File: src/rtl/reaction_state_sequencer.sv
// Top-level state sequencer for the reaction timer: owns the one-hot enable
// vector and moves between IDLE/WAIT/GO/RESULT/FALSE on armed request codes.
module reaction_state_sequencer #(
  parameter int unsigned DWELL_CYCLES   = 1_000_000,
  parameter int unsigned TIMEOUT_CYCLES = 500_000_000,
  parameter int unsigned CNT_W          = 32
) (
  input  logic       clk,
  input  logic       rst_n,
  input  logic [3:0] st_idle,
  input  logic [3:0] st_wait,
  input  logic [3:0] st_go,
  input  logic [3:0] st_result,
  input  logic [3:0] st_false,
  output logic [4:0] en,
  output logic [2:0] state,
  output logic       changed,
  output logic       err_illegal
);

  localparam logic [2:0] S_IDLE   = 3'd0;
  localparam logic [2:0] S_WAIT   = 3'd1;
  localparam logic [2:0] S_GO     = 3'd2;
  localparam logic [2:0] S_RESULT = 3'd3;
  localparam logic [2:0] S_FALSE  = 3'd4;

  localparam logic [3:0] C_NONE   = 4'd0;
  localparam logic [3:0] C_WAIT   = 4'd1;
  localparam logic [3:0] C_GO     = 4'd2;
  localparam logic [3:0] C_RESULT = 4'd3;
  localparam logic [3:0] C_FALSE  = 4'd4;
  localparam logic [3:0] C_IDLE   = 4'd15;

  localparam logic [CNT_W-1:0] DWELL_MAX = CNT_W'(DWELL_CYCLES);
  localparam logic [CNT_W-1:0] TMO_LAST  = CNT_W'(TIMEOUT_CYCLES - 1);

  logic [2:0]       r_state;
  logic [CNT_W-1:0] r_dwell;
  logic [CNT_W-1:0] r_tmo;
  logic             r_zero_seen;
  logic             r_changed;
  logic             r_err;

  logic [3:0]       w_req;
  logic             w_legal;
  logic [2:0]       w_target;
  logic             w_bad_state;
  logic             w_terminal;
  logic             w_armed;
  logic             w_accept;
  logic             w_illegal;
  logic             w_timeout;
  logic             w_move;
  logic [2:0]       w_next;

  // Only the active state's request input is decoded; all others are ignored.
  always_comb begin
    w_req       = C_NONE;
    w_legal     = 1'b0;
    w_target    = S_IDLE;
    w_bad_state = 1'b0;
    case (r_state)
      S_IDLE: begin
        w_req = st_idle;
        if (st_idle == C_WAIT) begin
          w_legal  = 1'b1;
          w_target = S_WAIT;
        end
      end
      S_WAIT: begin
        w_req = st_wait;
        case (st_wait)
          C_GO:    begin w_legal = 1'b1; w_target = S_GO;    end
          C_FALSE: begin w_legal = 1'b1; w_target = S_FALSE; end
          C_IDLE:  begin w_legal = 1'b1; w_target = S_IDLE;  end
          default: ;
        endcase
      end
      S_GO: begin
        w_req = st_go;
        case (st_go)
          C_RESULT: begin w_legal = 1'b1; w_target = S_RESULT; end
          C_IDLE:   begin w_legal = 1'b1; w_target = S_IDLE;   end
          default: ;
        endcase
      end
      S_RESULT: begin
        w_req = st_result;
        w_legal = (st_result == C_IDLE);
      end
      S_FALSE: begin
        w_req = st_false;
        w_legal = (st_false == C_IDLE);
      end
      default: w_bad_state = 1'b1;
    endcase
  end

  assign w_terminal = (r_state == S_RESULT) || (r_state == S_FALSE);
  assign w_armed    = (r_dwell >= DWELL_MAX) && r_zero_seen;
  assign w_accept   = w_armed && w_legal;
  assign w_illegal  = w_armed && (w_req != C_NONE) && !w_legal;
  assign w_timeout  = w_terminal && (r_tmo == TMO_LAST);
  // Unreachable encodings recover to IDLE so en can never lose its one-hot form.
  assign w_move     = w_accept || w_timeout || w_bad_state;
  assign w_next     = w_accept ? w_target : (w_move ? S_IDLE : r_state);

  always_ff @(posedge clk) begin
    if (!rst_n) begin
      r_state     <= S_IDLE;
      r_dwell     <= '0;
      r_tmo       <= '0;
      r_zero_seen <= 1'b0;
      r_changed   <= 1'b0;
      r_err       <= 1'b0;
    end else begin
      r_state   <= w_next;
      r_changed <= w_move;
      if (w_illegal) r_err <= 1'b1;
      if (w_move) begin
        r_dwell     <= '0;
        r_tmo       <= '0;
        r_zero_seen <= 1'b0;
      end else begin
        if (r_dwell < DWELL_MAX) r_dwell <= r_dwell + CNT_W'(1);
        if (w_req == C_NONE) r_zero_seen <= 1'b1;
        r_tmo <= w_terminal ? r_tmo + CNT_W'(1) : '0;
      end
    end
  end

  assign state       = r_state;
  assign en          = 5'b00001 << r_state;
  assign changed     = r_changed;
  assign err_illegal = r_err;

endmodule

File: config.mk
export PLATFORM = sky130hd
export DESIGN_NAME = reaction_state_sequencer
export DESIGN_NICKNAME = d
export VERILOG_FILES = /design/src/rtl/reaction_state_sequencer.sv
export SDC_FILE = /design/constraint.sdc
export NUM_CORES = 1
export LEC_CHECK = 0
export BUFFER_PORTS_ARGS = -buffer_cell sky130_fd_sc_hd__buf_2
export CORE_UTILIZATION = 34
export CTS_BUF_LIST = sky130_fd_sc_hd__clkbuf_4 sky130_fd_sc_hd__clkbuf_8
export DETAILED_ROUTE_END_ITERATION = 7
export SETUP_SLACK_MARGIN = 0.4
export SKIP_CTS_REPAIR_TIMING = 1
export SYNTH_ARGS = -nofsm -noshare
export SYNTH_HDL_FRONTEND = slang
export SYNTH_SLANG_ARGS = --single-unit
File: constraint.sdc
create_clock -name clk -period 2.1 [get_ports clk]
set_input_delay 0.105 -clock clk [delete_from_list [all_inputs] [get_ports clk]]
set_output_delay 0.105 -clock clk [all_outputs]
set_load 0.1 [all_outputs]
======== Word level (Yosys, flattened, before mapping) ========
Cells that the tools add are included.
word-level totals
  register bits ........................... 70
  input port bits ......................... 22
  output and inout port bits .............. 10
  logic and storage cells ................. 56
operators by class
  $add $sub $neg .......................... 2
  $lt $le $gt $ge ......................... 2
  equal/unequal tests ..................... 13
  shifts and indexed selects .............. 1
  muxes and demuxes ....................... 12
  bitwise operators ....................... 2
  reductions and logical operators ........ 18
operator list
  operator               count
  $add 32x1->32 const B  2
  $eq 32x29->1 const B   1
  $ge 32x20->1 const B   1
  $lt 32x20->1 const B   1
  $pmux 4 s5             1
  $eq 4x4->1 const B     4
  $pmux 3 s3             1
  $eq 4x2->1 const B     2
  $eq 3x2->1 const B     2
  $mux 3                 2
  $pmux 3 s2             1
  $reduce_or 3->1        2
  $logic_and 1x1->1      5
  $mux 1                 5
  $pmux 1 s5             1
  $reduce_or 5->1        1
  $shl 1x3->5 const A    1
  $eq 4x1->1 const B     1
  $eq 4x3->1 const B     1
  $logic_not 4->1        1
  $reduce_bool 4->1      1
  $reduce_or 2->1        2
  $eq 3x1->1 const B     1
  $eq 3x3->1 const B     1
  other kinds (6)        9

======== Depth between registers and ports, before layout ========
  word-level depth ........................ 9
  depth in mapped cells ................... 8
  depth with buffers taken out ............ 7

======== Least setup slack after synthesis ========
No wires, ideal clock.
  path type ............................... flip-flop to flip-flop
  start point ............................. reg r_state[0], in the netlist state[0]
  end point ............................... reg r_state[0], in the netlist state[0]
  setup time .............................. 0.121 ns
  arrival time ............................ 4.611 ns
  required time ........................... 1.979 ns
  setup slack ............................. -2.632 ns
  stages on the path, launching flop included .. 7
  path buffers ............................ 1
  period minus slack after synthesis ...... 4.732 ns
  path through ............................ dfxtp_1 > nor3b_1 > a221o_1 > o221ai_2 > buf_6 > a21oi_1 > nor3_1
on the way
  word-level cells in the longest chain between the ends .. 6
  elaborated cells between the ends (all ways) .. 16
  those cells by class .................... eq/ne: 4; mux: 4; reduce/logical: 8
RTL lines
  what                                            RTL line  source
  start, declared                                 37        logic [2:0] r_state;
  start signal, assigned                          117       r_state <= w_next;
  $eq 3x3->1 (tied with other cells)              62, 99
  $pmux 1 s5 or $logic_or 1x1->1 (tied branches)  62, 99
  $logic_and 1x1->1 (on tied branches)            101, 103
  $logic_or 1x1->1 (2 in series)                  105       assign w_move = w_accept || w_timeout || w_bad_state;
  $reduce_bool 2->1 (no line)                     --
Several ways; a longest one is shown, not always the timed one.
A chain may end at the register's enable or synchronous reset.

======== Worst setup path after layout ========
  start point ............................. reg r_state[2], in the netlist state[2]
  end point ............................... reg r_dwell[29]
on the way
  word-level cells in the longest chain between the ends .. 6
  elaborated cells between the ends (all ways) .. 14
  those cells by class .................... eq/ne: 4; mux: 2; reduce/logical: 8
RTL lines
  what                                            RTL line  source
  $eq 3x3->1 (tied with other cells)              62, 99
  $pmux 1 s5 or $logic_or 1x1->1 (tied branches)  62, 99
  $logic_and 1x1->1 (on tied branches)            101, 103
  $logic_or 1x1->1                                105
  $logic_or 1x1->1 *                              105
  $reduce_or 2->1 (no line) *                     --
  end signal, assigned                            125       if (r_dwell < DWELL_MAX) r_dwell <= r_dwell + CNT_W'(1);
  end, declared                                   38        logic [CNT_W-1:0] r_dwell;
Every way passes the cells marked *; elsewhere a longest branch is shown, timed or not.

==> flow_metrics.env <==
export IMPL_finalSetupTns_ns=0
export IMPL_finalClockSkew_ns=0.0139
export IMPL_synth_top_area_share_pct=42.8
export IMPL_netlist_instances=369
export IMPL_ant_nets=0
export IMPL_leakage_nw=1.67
export IMPL_slew_headroom_pct=66.8
export IMPL_diodes=0
export IMPL_drt_total_wl_um=7600
export IMPL_syn_num_nets=394
export IMPL_setup_violations=0
export IMPL_io_pins=32
export IMPL_synth_area_um2=3280
export IMPL_synth_top_family_by_area="simple AND/OR/NAND/NOR gates"
export IMPL_setup_worst_path_start="state[2]"
export IMPL_cts_max_path_buffers=2
export IMPL_startpoint_type="flop"
export IMPL_worstSetupEndpointType="flop"
export IMPL_worst_path_buf_inv=2
export IMPL_die_area_um2=10000
export IMPL_core_area_um2=9280
export IMPL_synthToLayoutAreaGrowth_pct=36.3
export IMPL_r2r_start="state[2]"
export IMPL_routabilityCongestion=0.863
export IMPL_synthesis_yosys_warnings=0
export IMPL_hold_ws_ns=0.0391
export IMPL_period_needed_ns=1.97
export IMPL_drive_gt1_share_pct=33.3
export IMPL_power_density_nw_per_um2=616
export IMPL_cts_tree="yes"
export IMPL_synth_compound_area_share_pct=7.29
export IMPL_yosys_area_share_adder_pct=1.15
export IMPL_cts_sinks=70
export IMPL_fmax_mhz=509
export IMPL_layout_common_cells="59 x nor2_1, 58 x dfxtp_1, 31 x buf_4"
export IMPL_synth_distinct_cells=51
export IMPL_slew_viol_final=0
export IMPL_synthTopCellsByArea="dfxtp_1 43%, nor2_1 6.9%, xnor2_1 6.4%, xor2_1 5.9%, and3_1 5.2%"
export IMPL_rows=35
export IMPL_die_y_um=100
export IMPL_required_ns=2.34
export IMPL_htreeDepth=3
export IMPL_insertion_delay_ns=0.35
export IMPL_yosys_area_share_simple_pct=32.5
export IMPL_peakVddDrop_uv=269
export IMPL_grt_pass1_wl_um=11600
export IMPL_totalPowerFinal_w=0.00275
export IMPL_crit_arrival_ns=2.20
export IMPL_initial_core_util_pct=35.3
export IMPL_status="finished clean"
export IMPL_portBuffers=31
export IMPL_worst_pin_slew_ns=0.502
export IMPL_ys_seq_area_share_pct=42.8
export IMPL_grt_overflow=0
export IMPL_dpl_hpwl_um=4880
export IMPL_synthMuxAreaShare_pct=0.305
export IMPL_hold_path_class="input pin to flop"
export IMPL_grt_use_total_pct=14.5
export IMPL_rsz0062_at_grt="yes"
export IMPL_root_buffer="clkbuf_8"
export IMPL_slowest_stage="or3b_4"
export IMPL_fillers=875
export IMPL_maxCapViolCount=0
export IMPL_synth_avg_cell_area_um2=8.88
export IMPL_clk_pin_slew_ns=0.08
export IMPL_drt_pass1_iterations=5
export IMPL_crit_family="simple AND/OR/NAND/NOR gates"
export IMPL_drt_iter0_drc=101
export IMPL_drc_errors=0
export IMPL_layout_commonest_cell="nor2_1"
export IMPL_crit_type="flop to flop"
export IMPL_crit_chain="or3b_4 -> nor4_4 -> a311o_2 -> o221ai_4 -> buf_4 -> clkbuf_16 -> and3_1"
export IMPL_cts_buffers=9
export IMPL_viasPerCell=5.06
export IMPL_grt_pass1_vias=2582
export IMPL_crit_fanout=7
export IMPL_yosysTopAreaCell="dfxtp_1"
export IMPL_antenna_found_initial=0
export IMPL_reg2reg_slack_ns=0.13
export IMPL_min_period_over_period_pct=93.6
export IMPL_yosys_register_bits=70
export IMPL_fin_nets=462
export IMPL_hold_violations=0
export IMPL_via_count=2891
export IMPL_wl_per_cell_um=13.3
export IMPL_hp_start="rst_n"
export IMPL_max_stage_delay_ns=0.44
export IMPL_die_width_um=100
export IMPL_synth_xor_area_share_pct=12.3
export IMPL_grt_max_degree=31
==> kinds of logic (layout without fill, tap and decap cells) <==
kind of cell / after synthesis / in the layout
adders and majority gates: 3 / 3
DFF: 70 / 70
buffers and inverters: 20 / 92
and+or+nand+nor: 198 / 199
muxes: 1 / 1
xor gates and xnor gates: 46 / 46
AOI/OAI and AO/OA: 31 / 31
==> metal layers <==
metal,part of all wire (%),global-route usage [%],vias to the layer above
met5,0,0,-
met4,1.5,6.35,0
met3,3.4,3.76,11
met2,47,22.0,53
met1,48,19.3,1378
li1,-,-,1449
==> per-stage QoR <==
step / area (µm²) / cells / utilization [%] / setup slack [ns]
2_1_floorplan: 3350 / 369 / - / -0.423
3_3_place_gp: 3760 / 542 / 40.5 / -0.209
3_5_place_dp: 3760 / 542 / 40.5 / -0.304
4_1_cts: 4000 / 558 / 43.1 / -0.407
5_1_grt: 4470 / 571 / 48.1 / 0.0667
6_report: 4470 / 571 / 48.1 / 0.134
==> cell type report <==
| class | instances | area, µm² | share of cell area (%) |
|---|---|---|---|
| well taps | 129 | 161 | 3.61 |
| inverters | 8 | 33.8 | 0.756 |
| repair buffers | 68 | 537 | 12.0 |
| clock buffers | 11 | 139 | 3.11 |
| clock inverters | 5 | 108 | 2.41 |
| flip-flops and latches | 70 | 1430 | 31.9 |
| multi-input cells | 280 | 2060 | 46.2 |
==> flip-flops by register name, indices dropped and copies added (netlist names) <==
register	count
r_dwell	32
r_tmo	32
state	3
changed	1
err_illegal	1
r_zero_seen	1
==> synthesized netlist by cell type (all sizes together) <==
library cell,count
or2,2
o31ai,3
nand4b,1
and4bb,1
nor3b,4
and3b,1
clkbuf,4
a31oi,1
a221o,1
o21ai,4
a211oi,1
nor2,60
a2bb2oi,1
ha,3
nand2,25
and4,9
a41o,1
nor3,14
nor2b,1
a21oi,9
nor4b,1
nor4,11
o41ai,4
or3b,1
nand3,20
and2,3
o21a,1
nand2b,1
a311o,1
or4,2
mux2i,1
dfxtp,70
inv,8
a2111oi,1
nand4,14
and3,27
buf,8
a21o,1
xor2,22
o221ai,2
xnor2,24
==> worst paths after layout <==
kind                 end  cells after the start
max          r_dwell[29]                      7
min          err_illegal                      2
max reg2reg  r_dwell[29]                      7
min reg2reg  err_illegal                      1
==> power breakdown <==
part,switching [W],internal [W],leakage (nW)
combinational,0.0000452,0.0000392,0.973
clock,0.000516,0.000820,0.125
sequential,0.00000624,0.00133,0.572
total,0.000568,0.00219,1.67
(Power assumes the default switching activity.)
